--- src/rtl/mult_sched_pkg.sv ---
// Shared types and constants for the mult_sched multiplier scheduler.
package mult_sched_pkg;

  typedef enum logic [1:0] {
    S_IDLE  = 2'd0,
    S_ISSUE = 2'd1,
    S_WAIT  = 2'd2,
    S_RESP  = 2'd3
  } state_e;

  localparam int unsigned DEF_N_REQ     = 4;
  localparam int unsigned DEF_D_IN      = 8;
  localparam int unsigned DEF_TO_CYCLES = 64;

  // Index width for n items; never narrower than one bit.
  function automatic int unsigned idx_w(input int unsigned n);
    return (n <= 1) ? 1 : $clog2(n);
  endfunction

endpackage

--- src/rtl/mult_sched_if.sv ---
// Requester and multiplier-side signal bundle for mult_sched.
interface mult_sched_if
  import mult_sched_pkg::*;
#(
  parameter int unsigned N_REQ = DEF_N_REQ,
  parameter int unsigned D_IN  = DEF_D_IN
) ();

  logic [N_REQ-1:0]      req_valid;
  logic [N_REQ-1:0]      req_ready;
  logic [N_REQ*D_IN-1:0] req_a;
  logic [N_REQ*D_IN-1:0] req_b;
  logic [N_REQ-1:0]      rsp_valid;
  logic [N_REQ-1:0]      rsp_ready;
  logic [2*D_IN-1:0]     rsp_p;
  logic                  rsp_err;
  logic                  mul_start;
  logic [D_IN-1:0]       mul_a;
  logic [D_IN-1:0]       mul_b;
  logic                  mul_done;
  logic [2*D_IN-1:0]     mul_p;
  logic                  busy;

  modport slave (
    input  req_valid, req_a, req_b, rsp_ready, mul_done, mul_p,
    output req_ready, rsp_valid, rsp_p, rsp_err, mul_start, mul_a, mul_b, busy
  );

  modport master (
    output req_valid, req_a, req_b, rsp_ready, mul_done, mul_p,
    input  req_ready, rsp_valid, rsp_p, rsp_err, mul_start, mul_a, mul_b, busy
  );

endinterface

--- src/rtl/mult_sched_rr_arbiter.sv ---
// Combinational round-robin arbiter: first requester at or after ptr, searching circularly.
module rr_arbiter
  import mult_sched_pkg::*;
#(
  parameter int unsigned N_REQ = DEF_N_REQ,
  parameter int unsigned IDX_W = idx_w(N_REQ)
) (
  input  logic [N_REQ-1:0] req,
  input  logic [IDX_W-1:0] ptr,
  output logic [N_REQ-1:0] gnt,
  output logic [IDX_W-1:0] gnt_idx
);

  logic             w_found;
  logic [IDX_W-1:0] w_pos;

  always_comb begin
    gnt     = '0;
    gnt_idx = '0;
    w_found = 1'b0;
    w_pos   = '0;
    for (int unsigned k = 0; k < N_REQ; k++) begin
      w_pos = ((32'(ptr) + k) >= N_REQ) ? IDX_W'(32'(ptr) + k - N_REQ)
                                        : IDX_W'(32'(ptr) + k);
      if (!w_found && req[w_pos]) begin
        w_found      = 1'b1;
        gnt[w_pos]   = 1'b1;
        gnt_idx      = w_pos;
      end
    end
  end

endmodule

--- src/rtl/mult_sched.sv ---
// Round-robin scheduler sharing one sequential Booth multiplier among N_REQ requesters.
// Optional WAIT watchdog is enabled by defining MULT_SCHED_TIMEOUT_EN.
module mult_sched
  import mult_sched_pkg::*;
#(
  parameter int unsigned N_REQ     = DEF_N_REQ,
  parameter int unsigned D_IN      = DEF_D_IN,
  parameter int unsigned TO_CYCLES = DEF_TO_CYCLES
) (
  input logic         clk,
  input logic         rst,
  mult_sched_if.slave bus
);

  localparam int unsigned IDX_W = idx_w(N_REQ);
  localparam int unsigned P_W   = 2 * D_IN;

  state_e           r_state;
  state_e           w_next;
  logic [IDX_W-1:0] r_ptr;
  logic [IDX_W-1:0] r_gidx;
  logic [IDX_W-1:0] w_gidx;
  logic [N_REQ-1:0] w_gnt;
  logic [D_IN-1:0]  r_mul_a;
  logic [D_IN-1:0]  r_mul_b;
  logic [P_W-1:0]   r_rsp_p;
  logic             r_rsp_err;
  logic             w_accept;
  logic             w_rsp_hs;
  logic             w_done;
  logic             w_to_hit;
  logic [D_IN-1:0]  w_a_arr [N_REQ];
  logic [D_IN-1:0]  w_b_arr [N_REQ];

  rr_arbiter #(.N_REQ(N_REQ), .IDX_W(IDX_W)) u_arb (
    .req     (bus.req_valid),
    .ptr     (r_ptr),
    .gnt     (w_gnt),
    .gnt_idx (w_gidx)
  );

  for (genvar i = 0; i < N_REQ; i++) begin : g_unpack
    assign w_a_arr[i] = bus.req_a[i*D_IN +: D_IN];
    assign w_b_arr[i] = bus.req_b[i*D_IN +: D_IN];
  end

  assign w_accept = (r_state == S_IDLE) && !rst && (|bus.req_valid);
  assign w_rsp_hs = (r_state == S_RESP) && bus.rsp_ready[r_gidx];
  assign w_done   = (r_state == S_WAIT) && bus.mul_done;

`ifdef MULT_SCHED_TIMEOUT_EN
  localparam int unsigned CNT_W = idx_w(TO_CYCLES);
  logic [CNT_W-1:0] r_to_cnt;

  // Watchdog: cleared while launching, counts every WAIT cycle.
  always_ff @(posedge clk) begin
    if (rst) begin
      r_to_cnt <= '0;
    end else if (r_state == S_ISSUE) begin
      r_to_cnt <= '0;
    end else if (r_state == S_WAIT) begin
      r_to_cnt <= r_to_cnt + CNT_W'(1);
    end
  end

  assign w_to_hit = (r_state == S_WAIT) && !bus.mul_done
                    && (r_to_cnt == CNT_W'(TO_CYCLES - 1));
`else
  assign w_to_hit = 1'b0;
`endif

  always_ff @(posedge clk) begin
    if (rst) r_state <= S_IDLE;
    else     r_state <= w_next;
  end

  always_comb begin
    w_next = r_state;
    case (r_state)
      S_IDLE:  if (w_accept) w_next = S_ISSUE;
      S_ISSUE: w_next = S_WAIT;
      S_WAIT:  if (w_done || w_to_hit) w_next = S_RESP;
      S_RESP:  if (w_rsp_hs) w_next = S_IDLE;
      default: w_next = S_IDLE;
    endcase
  end

  // Operand capture, result capture and pointer advance.
  always_ff @(posedge clk) begin
    if (rst) begin
      r_ptr     <= '0;
      r_gidx    <= '0;
      r_mul_a   <= '0;
      r_mul_b   <= '0;
      r_rsp_p   <= '0;
      r_rsp_err <= 1'b0;
    end else begin
      if (w_accept) begin
        r_gidx  <= w_gidx;
        r_mul_a <= w_a_arr[w_gidx];
        r_mul_b <= w_b_arr[w_gidx];
      end
      if (w_done) begin
        r_rsp_p   <= bus.mul_p;
        r_rsp_err <= 1'b0;
      end else if (w_to_hit) begin
        r_rsp_p   <= '0;
        r_rsp_err <= 1'b1;
      end
      if (w_rsp_hs) begin
        r_ptr <= (r_gidx == IDX_W'(N_REQ - 1)) ? '0 : r_gidx + IDX_W'(1);
      end
    end
  end

  assign bus.req_ready = w_accept ? w_gnt : '0;
  assign bus.rsp_valid = (r_state == S_RESP) ? (N_REQ'(1) << r_gidx) : '0;
  assign bus.rsp_p     = r_rsp_p;
  assign bus.rsp_err   = r_rsp_err;
  assign bus.mul_start = (r_state == S_ISSUE);
  assign bus.mul_a     = r_mul_a;
  assign bus.mul_b     = r_mul_b;
  assign bus.busy      = (r_state != S_IDLE);

endmodule
--- src/flat_wrapper.sv ---
// flat-port wrapper written by rule: the top's interface ports become plain ports
module mult_sched_flat import mult_sched_pkg::*;
#(
  parameter int unsigned N_REQ     = DEF_N_REQ,
  parameter int unsigned D_IN      = DEF_D_IN,
  parameter int unsigned TO_CYCLES = DEF_TO_CYCLES
)
  (clk, rst, bus_req_valid, bus_req_a, bus_req_b, bus_rsp_ready, bus_mul_done, bus_mul_p, bus_req_ready, bus_rsp_valid, bus_rsp_p, bus_rsp_err, bus_mul_start, bus_mul_a, bus_mul_b, bus_busy);
  mult_sched_if #(.N_REQ(N_REQ), .D_IN(D_IN)) bus_i ();
  input logic clk;
  input logic rst;
  input wire logic [$bits(bus_i.req_valid)-1:0] bus_req_valid;
  input wire logic [$bits(bus_i.req_a)-1:0] bus_req_a;
  input wire logic [$bits(bus_i.req_b)-1:0] bus_req_b;
  input wire logic [$bits(bus_i.rsp_ready)-1:0] bus_rsp_ready;
  input wire logic [$bits(bus_i.mul_done)-1:0] bus_mul_done;
  input wire logic [$bits(bus_i.mul_p)-1:0] bus_mul_p;
  output wire logic [$bits(bus_i.req_ready)-1:0] bus_req_ready;
  output wire logic [$bits(bus_i.rsp_valid)-1:0] bus_rsp_valid;
  output wire logic [$bits(bus_i.rsp_p)-1:0] bus_rsp_p;
  output wire logic [$bits(bus_i.rsp_err)-1:0] bus_rsp_err;
  output wire logic [$bits(bus_i.mul_start)-1:0] bus_mul_start;
  output wire logic [$bits(bus_i.mul_a)-1:0] bus_mul_a;
  output wire logic [$bits(bus_i.mul_b)-1:0] bus_mul_b;
  output wire logic [$bits(bus_i.busy)-1:0] bus_busy;
  assign bus_i.req_valid = bus_req_valid;
  assign bus_i.req_a = bus_req_a;
  assign bus_i.req_b = bus_req_b;
  assign bus_i.rsp_ready = bus_rsp_ready;
  assign bus_i.mul_done = bus_mul_done;
  assign bus_i.mul_p = bus_mul_p;
  assign bus_req_ready = bus_i.req_ready;
  assign bus_rsp_valid = bus_i.rsp_valid;
  assign bus_rsp_p = bus_i.rsp_p;
  assign bus_rsp_err = bus_i.rsp_err;
  assign bus_mul_start = bus_i.mul_start;
  assign bus_mul_a = bus_i.mul_a;
  assign bus_mul_b = bus_i.mul_b;
  assign bus_busy = bus_i.busy;
  mult_sched #(.N_REQ(N_REQ), .D_IN(D_IN), .TO_CYCLES(TO_CYCLES)) u_core (.clk(clk), .rst(rst), .bus(bus_i));
endmodule
--- config.mk ---
export PLATFORM = sky130hd
export DESIGN_NAME = mult_sched_flat
export DESIGN_NICKNAME = d
export VERILOG_FILES = /design/src/rtl/mult_sched_pkg.sv /design/src/rtl/mult_sched_if.sv /design/src/rtl/mult_sched_rr_arbiter.sv /design/src/rtl/mult_sched.sv /design/src/flat_wrapper.sv
export SDC_FILE = /design/constraint.sdc
export NUM_CORES = 1
export LEC_CHECK = 0
export ABC_AREA = 1
export CAP_MARGIN = 10
export CORE_MARGIN = 3
export CORE_UTILIZATION = 51
export DETAILED_ROUTE_END_ITERATION = 16
export DONT_BUFFER_PORTS = 1
export PLACE_DENSITY_LB_ADDON = 0.15
export SYNTH_ARGS = -nofsm -noshare
export SYNTH_HDL_FRONTEND = slang
export SYNTH_SLANG_ARGS = --single-unit
--- constraint.sdc ---
create_clock -name clk -period 2.58 [get_ports clk]
set_input_delay 0.258 -clock clk [delete_from_list [all_inputs] [get_ports clk]]
set_output_delay 0.258 -clock clk [all_outputs]
set_load 0.01 [all_outputs]
### After elaboration in Yosys (flattened, before gate mapping)

Cells that the tools add are included.
Widths: inputs -> output; s select.

* flip-flop bits (word level): 38
* bits in latches: 0
* memory bits (writable): 0
* ROM bits: 0
* input bits: 91
* output and inout port bits: 43
* memories kept: 0

* add/subtract/negate cells: 8
* multipliers: 0
* divide/modulo/power cells: 0
* $lt $le $gt $ge: 14
* eq/ne operators: 7
* shifts and indexed selects: 1
* multiplexer cells: 46
* bitwise operators: 4
* reduce and logical (&&, ||, !) cells: 19

Operators by type and width (number)
* $bmux 8 s2: 2
* $mux 8: 4
* $mux 2: 12
* $mux 4: 6
* $lt 2x3->1 const B: 5
* $ge 3x3->1 const B: 4
* $mux 1: 12
* $or 4x4->4: 3
* $logic_and 1x1->1: 11
* $bmux 1 s2: 5
* $demux 1 s2: 4
* $ge 2x1->1 const B: 4
* $pmux 2 s4: 1
* $sub 2x1->2 const B: 4
* $add 2x2->3 const B: 2
* $eq 2x2->1 const B: 3
* $ne 2x1->1 const B: 3
* $logic_not 1->1: 4
* $reduce_or 4->1: 1
* $shl 1x2->4 const A: 1
* $add 2x1->3 const B: 1
* $ge 2x3->1 const B: 1
* $not 2->3: 1
* $reduce_and 3->1: 1
* 4 further kinds: 4

### Logic depth before layout (Yosys ltp)

* depth after elaboration: 18
* gate-level depth with buffers: 18
* depth with buffers taken out: 16

### Modules after synthesis

From an unflattened synthesis, not the netlist that was laid out.

* cells, all modules: 388
* area total of the unflattened synthesis: 2544.9 um^2

Modules (own cells, without submodules)
* mult_sched: times used 1, cells each 306, area each 2029.4 um^2
* rr_arbiter: times used 1, cells each 82, area each 515.5 um^2

### Worst setup path after synthesis

No wires, ideal clock.

* kind: register to register
* start point: register u_core.r_ptr[0]
* end point: register u_core.r_mul_a[3], in the netlist u_core.bus.mul_a[3]
* arrival: 2.059 ns
* required time: 2.471 ns
* setup slack: 0.412 ns
* cell stages (with the launch flop): 17
* buffers on the path: 2
* path through: dfxtp_1 > buf_6 > inv_4 > ha_1 > inv_1 > nand3_1 > nand2_2 > inv_2 > nor2_4 > nand2_2 > nor2_1 > nor2_4 > buf_6 > nand3_1 > nand3_1 > nand2_1 > inv_1

* word-level cells in the longest chain between the ends: 18
* elaborated cells on any way between the ends: 40

RTL lines
* from (decl): line mult_sched.sv:20 `logic [IDX_W-1:0] r_ptr;`
* from (signal assigned): line mult_sched.sv:111 `r_ptr <= (r_gidx == IDX_W'(N_REQ - 1)) ? '0 : r_gidx + IDX_W'(1);`
* parallel branches: the longest is 13 deep, another holds $add 2x1->3
* $mux 2 (*): line mult_sched_rr_arbiter.sv:25 `if (!w_found && req[w_pos]) begin`
* $not 2->3 (not written as such) (*): line mult_sched.sv:100 `r_mul_a <= w_a_arr[w_gidx];`
* $bmux 8 s2 (*): line mult_sched.sv:100
* $mux 8 (not written as such) (*) (2 in series): line mult_sched.sv:100
* to (signal assigned): line mult_sched.sv:100
* to (decl): line mult_sched.sv:24 `logic [D_IN-1:0] r_mul_a;`

Mark *: on every way between the ends. The select of a mux whose other input is x is not followed.
A chain may end at the register's enable or synchronous reset.

### Worst setup path in the final report

* start point: register u_core.r_ptr[0]
* end point: register u_core.r_mul_b[1], in the netlist u_core.bus.mul_b[1]

* word-level cells in the longest chain between the ends: 18
* elaborated cells on any way between the ends: 40

RTL lines
* parallel branches: the longest is 13 deep, another holds $add 2x1->3
* $mux 2 (*): line mult_sched_rr_arbiter.sv:25
* $not 2->3 (not written as such) (*): line mult_sched.sv:101 `r_mul_b <= w_b_arr[w_gidx];`
* $bmux 8 s2 (*): line mult_sched.sv:101
* $mux 8 (not written as such) (*) (2 in series): line mult_sched.sv:101
* to (signal assigned): line mult_sched.sv:101
* to (decl): line mult_sched.sv:25 `logic [D_IN-1:0] r_mul_b;`

Marks and branches as above.

==> results.py <==
metrics = {
    "synth": {
        "synthCells": 469,
        "ys_seq_area_share_pct": 26.4,
        "avgSynthCellArea_um2": 6.15,
        "synth.net_count": 577,
        "yosysWarningCount": 0,
        "syn_area_um2": 2880,
        "ys_types": 29,
        "ys_ff_latch": 38,
    },
    "worst_setup_path": {
        "crit_start": "u_core.r_ptr[0]",
        "cp-start-kind": "register",
        "crit_required_ps": 2780,
        "crit_type": "reg2reg",
        "reg2reg_to": "u_core.bus.mul_b[1]",
        "worstReg2RegStart": "u_core.r_ptr[0]",
        "ff2ff_path_depth": 14,
        "cp.arrival_ps": 2570,
        "rrSetupSlack_ps": 210,
        "critPathMaxFanout": 24,
        "critPathCapture": "u_core.bus.mul_b[1]",
        "endpoint_kind": "register",
    },
    "placement": {
        "post-place-ws_ps": 231,
        "port_buffers": 0,
        "place.gp.congestion": 0.846,
        "dp_cells": 527,
        "hpwl_um": 5600,
    },
    "timing": {
        "rsz0062_at_grt": "false",
        "finalSetupTns_ps": 0,
        "max_freq_ghz": 0.422,
        "layout_setup_ws_ps": 211,
        "period_minus_slack_ps": 2370,
        "whs_ps": 26.0,
        "max_slew_margin_pct": 41.3,
        "maxSlewViolCount": 0,
        "finalHoldViolations": 0,
        "finalSetupViolations": 0,
        "fin_skew_ps": 2.27,
        "min_period_over_period_pct": 91.8,
        "worstMarginPinSlew_ps": 880,
    },
    "die": {
        "die_h_um": 81.2,
        "start_util_pct": 54.7,
        "num_rows": 26,
        "num_io_pins": 134,
        "dieArea_um2": 6590,
        "coreArea_um2": 5270,
        "fp.dieW_um": 81.2,
    },
    "hold_path": {
        "hp-class": "in2reg",
    },
    "cells_and_area": {
        "mostFrequentLayoutCell": "nand2_1",
        "multi_input_area_um2": 1740,
        "post_layout_nonfiller_instances": 539,
        "fillCellCount": 510,
        "final_cell_mix": "nand2_1 (126), inv_1 (65), nand3_1 (64)",
        "drive_above_1_share_pct": 9.59,
        "fin_nets": 576,
        "syn_to_final_growth_pct": 7.20,
        "register_area_um2": 761,
        "diodes": 0,
    },
    "detailed_routing": {
        "drt_iter0_markers": 140,
        "wl_met1_um": 3150,
        "vias": 2799,
        "drt-total-wl_um": 7570,
        "wl_met3_um": 689,
        "drt_pass1_iterations": 4,
        "met2_wirelength_um": 3620,
        "maxUsedRoutingLayer": "met4",
        "wire_per_inst_um": 14.0,
        "drc": 0,
        "postRouteAntennaNets": 0,
        "viasPerCell": 5.19,
    },
    "power": {
        "peakVddDrop_uv": 486,
        "p_per_area_nw_per_um2": 932,
        "p_total_mw": 2.88,
        "leakage_nw": 1.66,
    },
    "clock_network": {
        "path_clk_slew_ps": 80,
        "clockBufferDepth": 2,
        "cts.sinks": 38,
        "htreeDepth": 2,
        "cts_inserted_buffers": 5,
        "hold_buffers": 0,
        "clk_latency_ps": 290,
        "cts_tree": "yes",
        "clock_tree.root_cell": "clkbuf_8",
    },
    "global_route": {
        "grt_pass1_wl_um": 11500,
        "grt_max_degree": 33,
        "antenna_found_initial": 0,
        "grt_overflow": 0,
        "grt_pass1_vias": 2474,
        "gr-usage-all-layers_pct": 22.3,
    },
    "job": {
        "drv_cap": 0,
    },
    "status": {
        "status": "finished, final reports clean",
    },
}
[worst min path at each step]
stage / startpoint / to / cells past startpoint
final: rst / u_core.r_state[0] / 1
after global routing: rst / u_core.bus.mul_b[2] / 1
after CTS: rst / u_core.r_state[0] / 1
after detailed placement: rst / u_core.r_state[0] / 1
after global placement: rst / u_core.r_state[0] / 1
after floorplan: bus_mul_p[0] / u_core.bus.rsp_p[0] / 2
[flip-flops by register name, indices dropped and copies added (netlist names)]
register,count
u_core.r_ptr,2
u_core.bus.rsp_p,16
u_core.bus.mul_b,8
u_core.r_state,2
u_core.r_gidx,2
u_core.bus.mul_a,8
[per-stage QoR]
step / util, % / cell area [µm²]
2_1_floorplan: - / 2880
3_3_place_gp: 55.3 / 2920
3_5_place_dp: 55.3 / 2920
4_1_cts: 58.0 / 3050
5_1_grt: 58.6 / 3090
6_report: 58.6 / 3090
[timing repair]
action | CTS | global route
setup buffers | 0 | 4
endpoints found under the setup margin | 0 | 15
gates resized for setup | 0 | 2
[kinds of logic (layout without fill, tap and decap cells)]
logic type / Yosys count / in the layout / synth area share, %
AND/OR/NAND/NOR: 290 / 290 / 46.7
buffers and inverters: 91 / 91 / 13.5
flip-flops: 38 / 38 / 26.4
AO/OA/AOI/OAI: 32 / 32 / 5.90
adder cells (fa/ha/maj): 17 / 17 / 7.38
other: 1 / 1 / 0.130
[report_power, final]
group	switching, mW	internal (mW)
Sequential	0.236	0.782
Clock	0.223	0.387
Combinational	0.802	0.448
Total	1.26	1.62
[synthesized netlist by cell type, drive strengths merged]
cell type | number | area (µm²)
nand2 | 138 | 561
inv | 68 | 258
nand3 | 65 | 330
nor2 | 57 | 239
dfxtp | 38 | 761
nand3b | 24 | 180
o21ai | 21 | 105
ha | 17 | 213
buf | 14 | 95.1
a21oi | 8 | 43.8
clkbuf | 7 | 26.3
nand4 | 6 | 37.5
clkinv | 2 | 8.75
a211oi | 1 | 7.51
a21boi | 1 | 7.51
conb | 1 | 3.75
o22ai | 1 | 6.26
[worst max-delay path, stage by stage, from the launching register on]
cell and delay, ps:
dfxtp_1 380, inv_4 90, ha_1 360, inv_1 90
nand3_1 100, nand2_2 100, a21oi_1 230, nand2_2 80
nand2_2 170, buf_4 290, nand2_1 100, nand3_1 100
nand3_1 80, nand2_1 70, inv_1 30
[layer usage]
metal,vias to the layer above,global-route usage [%]
met5,-,0
met1,1230,25.7
met3,11,8.65
met2,100,38.8
met4,0,5.07
li1,1458,-
[final cells by class]
| type | count | area share, % |
|---|---|---|
| timing repair buffer | 13 | 3.28 |
| clock inverter | 3 | 2.23 |
| sequential | 38 | 24.6 |
| multi-input combinational | 340 | 56.2 |
| clock buffer | 5 | 2.23 |
| inverter | 70 | 8.62 |
| tap | 70 | 2.83 |
Power figures use the tool's default switching activity.
